**src/rtl/ccc_clken_reset_seq_if.sv**
```systemverilog
// ccc_clken_reset_seq_if
//   Handshake/bus bundle between the CCC lock sequencer and its surroundings.
//   Parameters: NUM_CH (channels), DIV_W (per-channel divisor width).
//   Signals:
//     LOCK       CCC PLL lock, asynchronous to the sequencer clock
//     DIVISOR    packed divisors, channel i at [i*DIV_W +: DIV_W]
//     LOSS_CLR   one-cycle pulse clearing LOCK_LOST
//     RST_N_OUT  per-channel active-low reset
//     CLK_EN     per-channel clock-enable pulse
//     READY      all channels released and running
//     LOCK_LOST  sticky lock-loss flag
//     LOSS_COUNT saturating loss counter (only when CCC_LOSS_COUNT_EN is defined)
//   Modports: master drives LOCK/DIVISOR/LOSS_CLR, slave is the sequencer.
interface ccc_clken_reset_seq_if #(
  parameter int unsigned NUM_CH = 3,
  parameter int unsigned DIV_W  = 8
);
  logic                    LOCK;
  logic [NUM_CH*DIV_W-1:0] DIVISOR;
  logic                    LOSS_CLR;
  logic [NUM_CH-1:0]       RST_N_OUT;
  logic [NUM_CH-1:0]       CLK_EN;
  logic                    READY;
  logic                    LOCK_LOST;
`ifdef CCC_LOSS_COUNT_EN
  logic [7:0]              LOSS_COUNT;

  modport master (
    output LOCK, DIVISOR, LOSS_CLR,
    input  RST_N_OUT, CLK_EN, READY, LOCK_LOST, LOSS_COUNT
  );
  modport slave (
    input  LOCK, DIVISOR, LOSS_CLR,
    output RST_N_OUT, CLK_EN, READY, LOCK_LOST, LOSS_COUNT
  );
`else
  modport master (
    output LOCK, DIVISOR, LOSS_CLR,
    input  RST_N_OUT, CLK_EN, READY, LOCK_LOST
  );
  modport slave (
    input  LOCK, DIVISOR, LOSS_CLR,
    output RST_N_OUT, CLK_EN, READY, LOCK_LOST
  );
`endif
endinterface

```
**src/rtl/ccc_clken_reset_seq.sv**
```systemverilog
// ccc_clken_reset_seq
//   Consumes the CCC LOCK, debounces it and releases NUM_CH channel resets in a
//   staggered sequence; generates per-channel clock enables with a runtime
//   divisor (period D+1) in the GL0 domain; detects and flags lock loss.
//   Ports:
//     PCLK      clock (CCC GL0)
//     PRESET_N  asynchronous active-low reset
//     bus       ccc_clken_reset_seq_if.slave (LOCK, DIVISOR, LOSS_CLR in;
//               RST_N_OUT, CLK_EN, READY, LOCK_LOST out)
//   Optional feature macro: CCC_LOSS_COUNT_EN adds bus.LOSS_COUNT, a saturating
//   8-bit count of lock-loss events cleared by LOSS_CLR.
module ccc_clken_reset_seq #(
  parameter int unsigned NUM_CH       = 3,
  parameter int unsigned DIV_W        = 8,
  parameter int unsigned DEBOUNCE_CYC = 16,
  parameter int unsigned STAGGER      = 4
) (
  input  logic                 PCLK,
  input  logic                 PRESET_N,
  ccc_clken_reset_seq_if.slave bus
);

  localparam int unsigned DBC_W = $clog2(DEBOUNCE_CYC + 1);
  localparam int unsigned STG_W = $clog2(STAGGER + 1);
  localparam int unsigned CH_W  = (NUM_CH > 1) ? $clog2(NUM_CH) : 1;

  localparam logic [DBC_W-1:0] DBC_LAST = DBC_W'(DEBOUNCE_CYC - 1);
  localparam logic [STG_W-1:0] STG_LAST = STG_W'(STAGGER - 1);
  localparam logic [CH_W-1:0]  CH_LAST  = CH_W'(NUM_CH - 1);

  typedef enum logic [2:0] {
    WAIT_LOCK,
    DEBOUNCE,
    RELEASE,
    RUN,
    LOST
  } state_t;

  state_t            state;
  logic [1:0]        sync_q;
  logic              lock_s;
  logic [DBC_W-1:0]  dbc_cnt;
  logic [STG_W-1:0]  stg_cnt;
  logic [CH_W-1:0]   ch;
  logic [NUM_CH-1:0] rst_q;
  logic [NUM_CH-1:0] rst_nxt;
  logic              ready_q;
  logic              lost_q;
  logic              lost_entry;
  logic [NUM_CH-1:0] clk_en_q;
  logic [DIV_W-1:0]  div_cnt [NUM_CH];
  logic [DIV_W-1:0]  div_q   [NUM_CH];
`ifdef CCC_LOSS_COUNT_EN
  logic [7:0]        loss_cnt;
`endif

  // Two-flop synchroniser: the only consumer of the raw LOCK.
  always_ff @(posedge PCLK or negedge PRESET_N) begin
    if (!PRESET_N) begin
      sync_q <= '0;
    end else begin
      sync_q <= {sync_q[0], bus.LOCK};
    end
  end

  assign lock_s = sync_q[1];

  // Next reset vector is exposed combinationally so the divider can raise its
  // first CLK_EN pulse on the same edge that releases the channel.
  always_comb begin
    lost_entry = 1'b0;
    if ((state == RELEASE || state == RUN) && !lock_s) begin
      lost_entry = 1'b1;
    end
    rst_nxt = rst_q;
    if (lost_entry) begin
      rst_nxt = '0;
    end else if (state == RELEASE && stg_cnt == '0) begin
      rst_nxt[ch] = 1'b1;
    end
  end

  always_ff @(posedge PCLK or negedge PRESET_N) begin
    if (!PRESET_N) begin
      state    <= WAIT_LOCK;
      dbc_cnt  <= '0;
      stg_cnt  <= '0;
      ch       <= '0;
      rst_q    <= '0;
      ready_q  <= 1'b0;
      lost_q   <= 1'b0;
`ifdef CCC_LOSS_COUNT_EN
      loss_cnt <= '0;
`endif
    end else begin
      rst_q <= rst_nxt;

      // A loss entry outranks a coincident clear.
      if (lost_entry) begin
        lost_q <= 1'b1;
      end else if (bus.LOSS_CLR) begin
        lost_q <= 1'b0;
      end

`ifdef CCC_LOSS_COUNT_EN
      if (lost_entry) begin
        if (bus.LOSS_CLR) begin
          loss_cnt <= 8'd1;
        end else if (loss_cnt != 8'hFF) begin
          loss_cnt <= loss_cnt + 8'd1;
        end
      end else if (bus.LOSS_CLR) begin
        loss_cnt <= '0;
      end
`endif

      case (state)
        WAIT_LOCK: begin
          ready_q <= 1'b0;
          if (lock_s) begin
            state   <= DEBOUNCE;
            dbc_cnt <= '0;
          end
        end
        DEBOUNCE: begin
          if (!lock_s) begin
            state <= WAIT_LOCK;
          end else if (dbc_cnt == DBC_LAST) begin
            state   <= RELEASE;
            ch      <= '0;
            stg_cnt <= '0;
          end else begin
            dbc_cnt <= dbc_cnt + 1'b1;
          end
        end
        RELEASE: begin
          if (!lock_s) begin
            state <= LOST;
          end else begin
            // Channel ch is released on the stg_cnt==0 edge (see rst_nxt).
            if (stg_cnt == '0 && ch == CH_LAST) begin
              state <= RUN;
            end
            if (stg_cnt == STG_LAST) begin
              stg_cnt <= '0;
              if (ch != CH_LAST) begin
                ch <= ch + 1'b1;
              end
            end else begin
              stg_cnt <= stg_cnt + 1'b1;
            end
          end
        end
        RUN: begin
          if (!lock_s) begin
            state   <= LOST;
            ready_q <= 1'b0;
          end else begin
            ready_q <= 1'b1;
          end
        end
        LOST: begin
          ready_q <= 1'b0;
          state   <= WAIT_LOCK;
        end
        default: begin
          state   <= WAIT_LOCK;
          ready_q <= 1'b0;
        end
      endcase
    end
  end

  // Per-channel divider: counts 0..div_q, div_q reloads only at release or
  // wrap so a DIVISOR change never shortens the period in flight.
  always_ff @(posedge PCLK or negedge PRESET_N) begin
    if (!PRESET_N) begin
      clk_en_q <= '0;
      for (int unsigned i = 0; i < NUM_CH; i++) begin
        div_cnt[i] <= '0;
        div_q[i]   <= '0;
      end
    end else begin
      for (int unsigned i = 0; i < NUM_CH; i++) begin
        if (!rst_nxt[i]) begin
          div_cnt[i]  <= '0;
          div_q[i]    <= '0;
          clk_en_q[i] <= 1'b0;
        end else if (!rst_q[i] || div_cnt[i] == div_q[i]) begin
          div_cnt[i]  <= '0;
          div_q[i]    <= bus.DIVISOR[i*DIV_W +: DIV_W];
          clk_en_q[i] <= 1'b1;
        end else begin
          div_cnt[i]  <= div_cnt[i] + 1'b1;
          clk_en_q[i] <= 1'b0;
        end
      end
    end
  end

  assign bus.RST_N_OUT = rst_q;
  assign bus.CLK_EN    = clk_en_q;
  assign bus.READY     = ready_q;
  assign bus.LOCK_LOST = lost_q;
`ifdef CCC_LOSS_COUNT_EN
  assign bus.LOSS_COUNT = loss_cnt;
`endif

endmodule
```
**src/flat_wrapper.sv**
```systemverilog
// flat-port wrapper written by rule: the top's interface ports become plain ports
module ccc_clken_reset_seq_flat 
#(
  parameter int unsigned NUM_CH       = 3,
  parameter int unsigned DIV_W        = 8,
  parameter int unsigned DEBOUNCE_CYC = 16,
  parameter int unsigned STAGGER      = 4
)
  (PCLK, PRESET_N, bus_LOCK, bus_DIVISOR, bus_LOSS_CLR, bus_RST_N_OUT, bus_CLK_EN, bus_READY, bus_LOCK_LOST);
  ccc_clken_reset_seq_if #(.NUM_CH(NUM_CH), .DIV_W(DIV_W)) bus_i ();
  input  logic PCLK;
  input  logic PRESET_N;
  input wire logic [$bits(bus_i.LOCK)-1:0] bus_LOCK;
  input wire logic [$bits(bus_i.DIVISOR)-1:0] bus_DIVISOR;
  input wire logic [$bits(bus_i.LOSS_CLR)-1:0] bus_LOSS_CLR;
  output wire logic [$bits(bus_i.RST_N_OUT)-1:0] bus_RST_N_OUT;
  output wire logic [$bits(bus_i.CLK_EN)-1:0] bus_CLK_EN;
  output wire logic [$bits(bus_i.READY)-1:0] bus_READY;
  output wire logic [$bits(bus_i.LOCK_LOST)-1:0] bus_LOCK_LOST;
  assign bus_i.LOCK = bus_LOCK;
  assign bus_i.DIVISOR = bus_DIVISOR;
  assign bus_i.LOSS_CLR = bus_LOSS_CLR;
  assign bus_RST_N_OUT = bus_i.RST_N_OUT;
  assign bus_CLK_EN = bus_i.CLK_EN;
  assign bus_READY = bus_i.READY;
  assign bus_LOCK_LOST = bus_i.LOCK_LOST;
  ccc_clken_reset_seq #(.NUM_CH(NUM_CH), .DIV_W(DIV_W), .DEBOUNCE_CYC(DEBOUNCE_CYC), .STAGGER(STAGGER)) u_core (.PCLK(PCLK), .PRESET_N(PRESET_N), .bus(bus_i));
endmodule
```
**config.mk**
```make
export PLATFORM = sky130hd
export DESIGN_NAME = ccc_clken_reset_seq_flat
export DESIGN_NICKNAME = d
export VERILOG_FILES = /design/src/rtl/ccc_clken_reset_seq_if.sv /design/src/rtl/ccc_clken_reset_seq.sv /design/src/flat_wrapper.sv
export SDC_FILE = /design/constraint.sdc
export NUM_CORES = 1
export LEC_CHECK = 0
export BUFFER_PORTS_ARGS = -buffer_cell sky130_fd_sc_hd__buf_2
export CAP_MARGIN = 40
export CORE_MARGIN = 5
export CORE_UTILIZATION = 30
export DETAILED_ROUTE_END_ITERATION = 12
export GPL_TIMING_DRIVEN = 0
export PLACE_DENSITY_LB_ADDON = 0.08
export SYNTH_ARGS = -nofsm -noshare
export SYNTH_HDL_FRONTEND = slang
export SYNTH_SLANG_ARGS = --single-unit
```
**constraint.sdc**
```tcl
create_clock -name PCLK -period 3 [get_ports PCLK]
set_input_delay 0.15 -clock PCLK [delete_from_list [all_inputs] [get_ports PCLK]]
set_output_delay 0.15 -clock PCLK [all_outputs]
set_load 0.01 [all_outputs]
```
# --- Word-level counts from Yosys, hierarchy flattened ---
# Cells that the tools add are included.
word_totals:
  regBits: 71
  latchBits: 0
  ramBits: 0
  rom_bits: 0
  in_bits: 28
  output_inout_bits: 8
  elab_cells: 118
  n_memories: 0
op_classes:
  add_sub_neg: 6
  multipliers: 0
  n_div: 0
  magnitude_cmp: 2
  n_eq_ne: 23
  shift: 0
  muxes: 49
  bitwise_logic: 1
  n_reduce_logical: 22
ops:
  columns: ["cell", "n"]
  rows:
  - ["2-to-1 mux 8 bit", 12]
  - ["2-to-1 mux 3 bit", 12]
  - ["adder 8 x 1 -> 8 bit, second input constant", 3]
  - ["== test 8 bit", 3]
  - ["!= test 2 bit, second input constant", 8]
  - ["2-to-1 mux 5 bit", 3]
  - ["case mux 3 bit (4 select lines)", 1]
  - ["AND reduction 4 bit", 3]
  - ["2-to-1 mux 1 bit", 11]
  - ["2-to-1 mux 2 bit", 5]
  - ["case mux 5 bit (2 select lines)", 1]
  - ["== test 3 x 2 -> 1 bit, second input constant", 3]
  - ["!= test 2 x 1 -> 1 bit, second input constant", 4]
  - ["logical NOT 3 bit", 2]
  - ["!= test 3 bit, second input constant", 2]
  - ["case mux 3 bit (2 select lines)", 1]
  - ["AND reduction 6 bit", 1]
  - ["nonzero test 2 bit", 3]
  - ["adder 5 x 1 -> 5 bit, second input constant", 1]
  - ["== test 5 x 4 -> 1 bit, second input constant", 1]
  - ["logical AND 1 bit", 4]
  - ["logical NOT 1 bit", 4]
  - ["logical OR 1 bit", 4]
  - ["case mux 2 bit (2 select lines)", 1]
  - ["other kinds (10)", 10]

# --- Logic depth before layout (Yosys ltp) ---
# Gate-level depths: netlist of the first run.
logic_depth:
  word_depth: 8
  depth_mapped: 7
  depth_no_buf: 7

# --- Least setup slack after synthesis of the first run ---
# OpenSTA, ideal clock, no wires.
synth_path:
  path_type: "flip-flop to flip-flop"
  start: "register u_core.dbc_cnt[0]"
  end: "register u_core.stg_cnt[1]"
  setup_time_ps: 135
  arrival_ps: 1675
  required_time_ps: 2865
  slack_ps: 1190
  stages_incl_launch_ff: 7
  path_buffers: 0
  period_less_slack_ps: 1810
  path_cell_list: "dfrtp_1 > ha_1 > and3_1 > ha_1 > and3b_2 > o21ai_0 > o31ai_1"
synth_between:
  elab_chain_cells: 3
synth_lines:
  columns: ["item", "line", "text"]
  rows:
  - ["from (decl)", "ccc_clken_reset_seq.sv:42", "logic [DBC_W-1:0] dbc_cnt;"]
  - ["from (signal assigned)", "ccc_clken_reset_seq.sv:133", "dbc_cnt <= dbc_cnt + 1'b1;"]
  - ["== test 5 x 4 -> 1 bit", "ccc_clken_reset_seq.sv:128", "end else if (dbc_cnt == DBC_LAST) begin"]
  - ["!= test 2 x 1 -> 1 bit (no line)", null, null]
  - ["AND reduction 4 bit (no line)", null, null]
  - ["to (signal assigned)", "ccc_clken_reset_seq.sv:150", "stg_cnt <= stg_cnt + 1'b1;"]
  - ["to (decl)", "ccc_clken_reset_seq.sv:43", "logic [STG_W-1:0] stg_cnt;"]
# No other way between the ends.
# A chain may end at the register's enable or synchronous reset.

# --- Worst setup path in the final report of the first run ---
# Ends and elaborated chain as after synthesis.

==> flow_summary.ini, run 1 <==
[status]
status = finished, final reports clean

[sta]
relSlewSlack_pct = 57.2
fin_crit_ns = 2.04
finalHoldViolations = 0
fin_skew_ns = 0.00863
fin_crit_sh_pct = 67.9
max_freq_mhz = 491
slew_violations = 0
rsz0062_at_grt = no
setup_viol = 0
holdWs_ns = 0.0623
fin_setup_tns_ns = 0
worst_slew_pin_slew_ns = 0.642

[synthesis]
synth_area_leaders = dfrtp_1 50%, mux2i_1 6.8%, xnor2_1 6.7%
ys.flop_type = dfrtp_1
synth_cell_types = 39
yosys.area.top_type_share_pct = 50.1
synthArstFlopShare_pct = 100
yosysTopAreaCell = dfrtp_1
synth_area_sq_um = 3540
synth_cells = 333
synth-edff-count = 0
avgSynthCellArea_sq_um = 10.6
synth_nets = 371
synth_seq_cells = 71
yosys_warnings = 0
yosysSeqAreaShare_pct = 50.1

[setup_path]
crit_start = u_core.dbc_cnt[0]
cpMaxStageDelayCell = dfrtp_1
slowest_delay_ns = 0.41
worst_ep_required_time_ns = 3.23
r2r-start = u_core.dbc_cnt[0]
crit_path_end_kind = register
startpoint_type = register
crit_top_cell = ha_1
crit_family = simple AND/OR/NAND/NOR gates
critPathMaxFanout = 8
ff2ff_setup_slack_ns = 0.96
crit_chain = ha_1, and3_1, ha_1, and3b_2, o21ai_0, nand2_1, o31ai_1
critPathKind = register to register
cp.arrival_ns = 2.27
critical_path_buf_inv_count = 0

[drt]
vias = 2455
ant_nets = 0
wl_mm = 7.45
via_per_inst = 4.64
drtPass1Iterations = 4
drt_iter0_markers = 50
wl_per_cell_um = 14.1
route.detailed.drc = 0

[grt]
antenna_found_initial = 0
overflow = 0
grt_pass1_vias = 2656
grt.total_usage_pct = 11.7
grt_pass1_wl_mm = 13.2
grt_max_degree = 45

[clock_network]
clock-sinks = 71
cts-htree-levels = 3
clock_latency_ns = 0.33
cts_max_path_buffers = 2
postCtsSetupBuffers = 0
ctsResizeCount = 0
clk_pin_slew_ns = 0.06
cts_tree = done
cts_buffers = 9
cts_hold_buf = 3
cts-root-buf = clkbuf_16

[layout]
area_delta_synth_final_pct = 19.2
nets = 421
drive_gt1_share_pct = 17.1
layout_commonest_cell = dfrtp_1
final_cell_mix = 71 x dfrtp_1, 54 x nand2_1, 36 x buf_2, 28 x nor2_1, 27 x xnor2_1
antenna_cells = 0

[hold_path]
hp-class = primary input to register
holdCritStartpoint = bus_DIVISOR[21]

[placed_design]
hpwl_mm = 5.32
gp_congestion = 0.693
io_buffer_count = 35

[power_and_ir_drop]
total_power_uw = 2040
p_leak_uw = 0.00198
powerDensity_nw_per_um2 = 482
max-vdd-ir-drop_uv = 184

[floorplan]
chipWidth_um = 119
core_sq_um = 11500
ios = 36
initial_core_util_pct = 30.8
core.rowCount = 39
dieArea_sq_um = 14100
die_y_um = 119

[run]
maxCapViolCount = 0
-- cells by family (layout without fill, tap and decap cells) --
group	count (synthesis)	count (layout)	synth area share [%]
and+or+nand+nor	132	132	17.6
buffers and inverters	20	73	2.86
DFF	71	71	50.1
muxes	25	25	7.09
adders and majority gates	10	10	3.53
AOI/OAI and AO/OA	33	33	8.40
xor gates and xnor gates	42	42	10.4
-- where the power goes --
part	switching, uW	total [uW]	internal (uW)
Clock	379	974	595
Sequential	13.3	985	972
Combinational	41.2	79.0	37.7
Total	434	2040	1600
-- metrics by stage --
stage / util [%] / setup WS, ns / instance area (sq um) / instances
5_1_grt: 36.7 / 0.731 / 4220 / 529
3_5_place_dp: 34.1 / 0.953 / 3930 / 512
3_3_place_gp: 33.9 / 0.944 / 3900 / 511
2_1_floorplan: - / 1.19 / 3540 / 333
4_1_cts: 36.7 / 0.938 / 4220 / 529
6_report: 36.7 / 0.962 / 4220 / 529
-- cells in the mapped netlist (3+ instances only) --
cell type and number:
or3b_1 3, nor2_1 28, a22o_1 4, xor2_1 15, nand4_1 6, o211ai_2 3, nand2_1 54, o2bb2ai_4 3
and3_1 7, o21ai_2 3, o21ai_0 10, xnor2_1 27, nand4b_1 4, mux2i_1 24, a21oi_1 4, ha_1 10
inv_1 12, and2_1 3, dfrtp_1 71, buf_6 3, nand3_1 16
-- flip-flops by register name (all words and copies together), names as in the netlist --
| signal | cells |
|---|---|
| u_core.bus.CLK_EN | 3 |
| u_core.bus.LOCK_LOST | 1 |
| u_core.bus.READY | 1 |
| u_core.bus.RST_N_OUT | 3 |
| u_core.ch | 2 |
| u_core.dbc_cnt | 5 |
| u_core.div_cnt | 24 |
| u_core.div_q | 24 |
| u_core.state | 3 |
| u_core.stg_cnt | 3 |
| u_core.sync_q | 2 |
-- worst register-to-register path: stages, from the launching register on --
cell,delay [ns]
dfrtp_1,0.41
ha_1,0.25
and3_1,0.19
ha_1,0.29
and3b_2,0.27
o21ai_0,0.36
nand2_1,0.10
o31ai_1,0.07
-- area by class of cell --
cell class	count	area, sq um
Fill cell	1183	7290
Sequential cell	71	1780
Multi-Input combinational cell	242	1670
Clock buffer	13	260
Timing Repair Buffer	39	235
Tap cell	143	179
Buffer	8	56.3
Inverter	12	45.0
Clock inverter	1	5.00
-- routing by layer --
layer  GRT usage [%]  up-vias  part of all wire (%)
li1                -     1235                     -
met2            17.9       33                    46
met1            15.7     1176                    50
met4            6.08        0                   1.7
met3            2.39       11                   2.8
met5               0        -                     0
-- worst paths after layout --
check	endpoint	cells past startpoint
worst min-delay path	u_core.div_q[5]	3
worst max register to register	u_core.stg_cnt[1]	7
min in group asynchronous	u_core.dbc_cnt[1]	2
max in group asynchronous	u_core.div_cnt[3]	3
worst max-delay path	u_core.stg_cnt[1]	7
worst min register to register	u_core.sync_q[1]	0
Power figures use the tool's default switching activity.
==> run 2, diff against run 1 <==
==> constraint.sdc (replaced) <==
create_clock -name PCLK -period 1.8 [get_ports PCLK]
set_input_delay 0.09 -clock PCLK [delete_from_list [all_inputs] [get_ports PCLK]]
set_output_delay 0.09 -clock PCLK [all_outputs]
set_load 0.01 [all_outputs]
==> run 2 against run 1 <==
Via count increased by 3.0%. Worst setup slack got worse by 0.87 ns. Routed wire length increased by 3.9%. Final cell count increased by 4.5%. Clock skew decreased by 0.0045 ns. Fmax increased by 19%. Hold slack got worse by 0.051 ns. Non-clock buffer count increased by 22. Register-to-register slack got worse by 0.87 ns. Clock-buffer cell count unchanged. Core utilization increased by 2.4 points. Highest routed layer unchanged.
==> flow_summary.ini, run 2 (same netlist as run 1, synthesis figures left out) <==
[setup_path]
r2r-start = u_core.dbc_cnt[0]
cp.arrival_ns = 1.93
worst_ep_required_time_ns = 2.02
rr_endpoint = u_core.ch[1]
critPathMaxFanout = 8
ff2ff_setup_slack_ns = 0.09
crit_chain = ha_2, and3_4, ha_4, and3b_2, o221ai_2, a32o_1
crit_path_end_kind = register
slowest_delay_ns = 0.40
cpMaxStageDelayCell = dfrtp_1
ff2ff_path_depth = 6
critPathKind = register to register
crit_start = u_core.dbc_cnt[0]
startpoint_type = register

[grt]
overflow = 0
antenna_found_initial = 0
grt_pass1_wl_mm = 13.4
grt_max_degree = 38
grt.total_usage_pct = 12.0
grt_pass1_vias = 2657

[layout]
final_cells = 553
drive_gt1_share_pct = 18.0
final_cell_area_sq_um = 4500
layout_commonest_cell = dfrtp_1
area_delta_synth_final_pct = 27.0
fill_cells = 1156
nets = 443
reg_top3 = u_core.div_cnt x24, u_core.div_q x24, u_core.dbc_cnt x5
final_cell_mix = 71 x dfrtp_1, 54 x nand2_1, 36 x buf_2, 28 x nor2_1, 27 x xnor2_1
antenna_cells = 0

[floorplan]
core.rowCount = 39
die_y_um = 119
initial_core_util_pct = 30.8
chipWidth_um = 119
core_sq_um = 11500
ios = 36
dieArea_sq_um = 14100

[clock_network]
clock_latency_ns = 0.34
cts_buffers = 9
cts-root-buf = clkbuf_16
cts_max_path_buffers = 2
cts_tree = done
clock-sinks = 71
cts-htree-levels = 3
clk_pin_slew_ns = 0.05
postCtsSetupBuffers = 0

[run]
maxCapViolCount = 0

[hold_path]
whs_endpoint = u_core.div_q[21]
hp-class = primary input to register
holdCritStartpoint = bus_DIVISOR[5]
hold_depth = 3

[drt]
wl_mm = 7.74
route.detailed.drc = 0
ant_nets = 0
vias = 2529
drt_iter0_markers = 98
wl_per_cell_um = 14.0
drtPass1Iterations = 4
via_per_inst = 4.57

[sta]
max_freq_mhz = 584
fin_skew_ns = 0.00418
fin_crit_ns = 1.71
finalHoldViolations = 0
relSlewSlack_pct = 59.3
setup_viol = 0
holdWs_ns = 0.0109
setup_slack_ns = 0.0867
worst_slew_pin_slew_ns = 0.610
fin_crit_sh_pct = 95.2
slew_violations = 0
rsz0062_at_grt = no

[placed_design]
placed_cells = 512
place_area_sq_um = 3920
gp_congestion = 0.742
pre_cts_ws_ns = -0.125
io_buffer_count = 35
hpwl_mm = 5.19

[power_and_ir_drop]
powerDensity_nw_per_um2 = 777
p_leak_uw = 0.00208
max-vdd-ir-drop_uv = 374

[status]
status = finished, final reports clean
[run 2: stage by stage]
stage	TNS (ns)	util [%]	power, uW
after floorplan	0	-	1720
after global placement	-0.515	33.9	1790
after detailed placement	-0.490	34.1	1800
after CTS	0	38.8	3560
after global routing	0	39.1	3650
final	0	39.1	3500
[run 2: area by class of cell]
type / count / area (sq um) / share of cell area [%]
buffer: 8 / 57.6 / 1.28
clock buffer: 13 / 260 / 5.78
clock inverter: 3 / 17.5 / 0.389
inverter: 12 / 45.0 / 1.00
multi-input combinational: 242 / 1720 / 38.2
sequential: 71 / 1780 / 39.5
tap: 143 / 179 / 3.97
timing repair buffer: 61 / 448 / 9.95
[run 2: routing by layer]
layer	vias to the layer above	share of wire, %	track usage (%)	wire [um]
met2	34	46	18.5	3540
met1	1217	50	15.5	3850
li1	1272	-	-	-
met4	0	1.2	3.77	91
met5	-	0	0	0
met3	6	3.4	4.82	260
[run 2: worst max-delay path by stage]
stage	to	slack, ns
2_1_floorplan	u_core.stg_cnt[1]	0.09
3_3_place_gp	u_core.stg_cnt[1]	-0.11
3_5_place_dp	u_core.stg_cnt[1]	-0.13
4_1_cts	u_core.dbc_cnt[3]	0.02
5_1_grt	u_core.div_q[11]	0.005
6_report	u_core.ch[1]	0.09
[run 2: timing repair]
item	4_1_cts	5_1_grt
hold buffers	25	0
pin swaps	0	1
endpoints found under the hold margin	58	0
resized for setup	4	6
endpoints found under the setup margin	16	17
[run 2: power breakdown]
group | total (uW) | internal [uW] | leakage [uW] | switching, uW
clock | 1690 | 1000 | 0.000136 | 681
sequential | 1650 | 1620 | 0.000983 | 26.4
combinational | 170 | 93.5 | 0.000959 | 76.8
[run 2: critical path: cells and delay by family, from the launching register on]
family	cells	cell delay (ns)
fa+ha+maj	2	0.39
compound gates	2	0.34
flops	1	0.40
simple gates	2	0.45
==> run 3, diff against run 2 <==
--- a/config.mk
+++ b/config.mk
@@ -11,7 +11,6 @@
 export CORE_UTILIZATION = 30
 export DETAILED_ROUTE_END_ITERATION = 12
 export GPL_TIMING_DRIVEN = 0
-export PLACE_DENSITY_LB_ADDON = 0.08
 export SYNTH_ARGS = -nofsm -noshare
 export SYNTH_HDL_FRONTEND = slang
 export SYNTH_SLANG_ARGS = --single-unit
==> run 3 against run 2 <==
Critical path depth is the same. Hold slack worse by 0.0070 ns. Worst setup slack improved by 0.0071 ns. Sequential power barely moved. Combinational power decreased by 11%.
==> flow_summary.ini, run 3 (same netlist as run 1, synthesis figures left out) <==
[hold_path]
hp-class = primary input to register
holdCritStartpoint = bus_DIVISOR[15]

[drt]
drt_iter0_markers = 109
via_per_inst = 4.62
drtPass1Iterations = 4
wl_per_cell_um = 13.2
route.detailed.drc = 0
wl_mm = 7.14
ant_nets = 0
vias = 2497

[power_and_ir_drop]
max-vdd-ir-drop_uv = 428
switchingPower_uw = 735
cell_internal_pwr_uw = 2980
p_comb_share_pct = 4.1
total_power_uw = 3720
swShare_pct = 19.8
powerDensity_nw_per_um2 = 840
p_leak_uw = 0.00206
sequentialPowerShare_pct = 44.1
clkPwrFrac_pct = 51.8

[layout]
nets = 430
drive_gt1_share_pct = 19.1
layout_commonest_cell = dfrtp_1
reg_top3 = u_core.div_cnt x24, u_core.div_q x24, u_core.dbc_cnt x5
antenna_cells = 0
multiInputGateArea_sq_um = 1730
seq_area_sq_um = 1780
fill_cells = 1147
area_delta_synth_final_pct = 25.0
final_cell_mix = 71 x dfrtp_1, 54 x nand2_1, 36 x buf_2, 28 x nor2_1, 27 x xnor2_1
final_cells = 540

[placed_design]
pre_cts_ws_ns = -0.0694
gp_congestion = 0.804
hpwl_mm = 5.07
io_buffer_count = 35
placed_cells = 512

[setup_path]
startpoint_type = register
cp.arrival_ns = 1.92
worst_ep_required_time_ns = 2.01
crit_chain = ha_2, and3_1, ha_4, and3b_2, o221ai_4, a32o_1
crit_family = simple AND/OR/NAND/NOR gates
crit_start = u_core.dbc_cnt[0]
r2r-start = u_core.dbc_cnt[0]
critPathMaxFanout = 8
cpMaxStageDelayCell = dfrtp_1
critical_path_buf_inv_count = 0
critPathKind = register to register
slowest_delay_ns = 0.38
crit_path_end_kind = register

[clock_network]
clk_pin_slew_ns = 0.06
cts_max_path_buffers = 2
cts_tree = done
cts_buffers = 9
clock_latency_ns = 0.33
cts-root-buf = clkbuf_16
clock-sinks = 71
cts-htree-levels = 3

[floorplan]
ios = 36
core.rowCount = 39
dieArea_sq_um = 14100
core_sq_um = 11500
chipWidth_um = 119
initial_core_util_pct = 30.8
die_y_um = 119

[sta]
fin_crit_sh_pct = 94.8
max_freq_mhz = 586
fin_crit_ns = 1.71
fin_skew_ns = 0.00554
slew_violations = 0
setup_viol = 0
fin_setup_tns_ns = 0
holdWs_ns = 0.00388
worst_slew_pin_slew_ns = 0.464
rsz0062_at_grt = no
finalHoldViolations = 0
relSlewSlack_pct = 69.1
setup_slack_ns = 0.0938

[grt]
grt_pass1_vias = 2618
grt_pass1_wl_mm = 12.4
antenna_found_initial = 0
grt_max_degree = 38
grt.total_usage_pct = 10.7
overflow = 0

[status]
status = finished, final reports clean

[run]
maxCapViolCount = 0
## run 3: cell types whose count changed in the layout (fill, tap and decap cells not counted), sizes merged
cell / change
dlygate4sd3: -15
bufinv: +2
clkinv: -1
buf: +3
clkbuf: -1
clkinvlp: -1
## run 3: path summary, 6_finish.rpt
check	endpoint	cells after the start	slack, ns
worst max register to register	u_core.ch[1]	6	0.09
worst max-delay path	u_core.ch[1]	6	0.09
min in group asynchronous	u_core.dbc_cnt[1]	2	0.26
max in group asynchronous	u_core.div_q[14]	3	0.98
worst min register to register	u_core.sync_q[1]	0	0.35
worst min-delay path	u_core.div_q[15]	3	0.004
## run 3: tightest hold or removal path, cell delays in order
cell     delay, ns
buf_2         0.09
nand2_1       0.05
mux2i_1       0.06
## run 3: area by class of cell
type / instances / share of cell area (%)
clock buffer: 13 / 5.88
multi-input combinational: 242 / 39.1
timing repair buffer: 49 / 7.23
clock inverter: 3 / 1.47
tap: 143 / 4.04
inverter: 12 / 1.02
sequential: 71 / 40.1
buffer: 7 / 1.19
## run 3: power by group through the flow
stage | clock, uW | sequential, uW | combinational [uW]
2_1_floorplan | 0 | 1660 | 50.8
3_3_place_gp | 0 | 1670 | 118
3_5_place_dp | 0 | 1670 | 128
4_1_cts | 1970 | 1640 | 145
5_1_grt | 2050 | 1640 | 174
6_report | 1930 | 1640 | 151
## run 3: through the flow
step,utilization [%],cell area (sq um)
3_3_place_gp,33.9,3900
5_1_grt,38.5,4430
4_1_cts,37.9,4360
3_5_place_dp,34.1,3920
6_report,38.5,4430
2_1_floorplan,-,3540
## run 3: metal layers
metal	vias to the layer above	GRT usage (%)	routed length, um
li1	1247	-	-
met4	0	4.42	141
met2	45	17.2	3350
met5	-	0	0
met1	1194	14.0	3400
met3	11	2.39	250
## run 3: timing repair
| item | CTS | global route |
|---|---|---|
| hold buffers | 10 | 0 |
| pin swaps | 0 | 2 |
| endpoints found under the hold margin | 43 | 0 |
| resized for setup | 3 | 9 |
| setup endpoints to repair | 6 | 28 |
| buffers inserted | 0 | 3 |
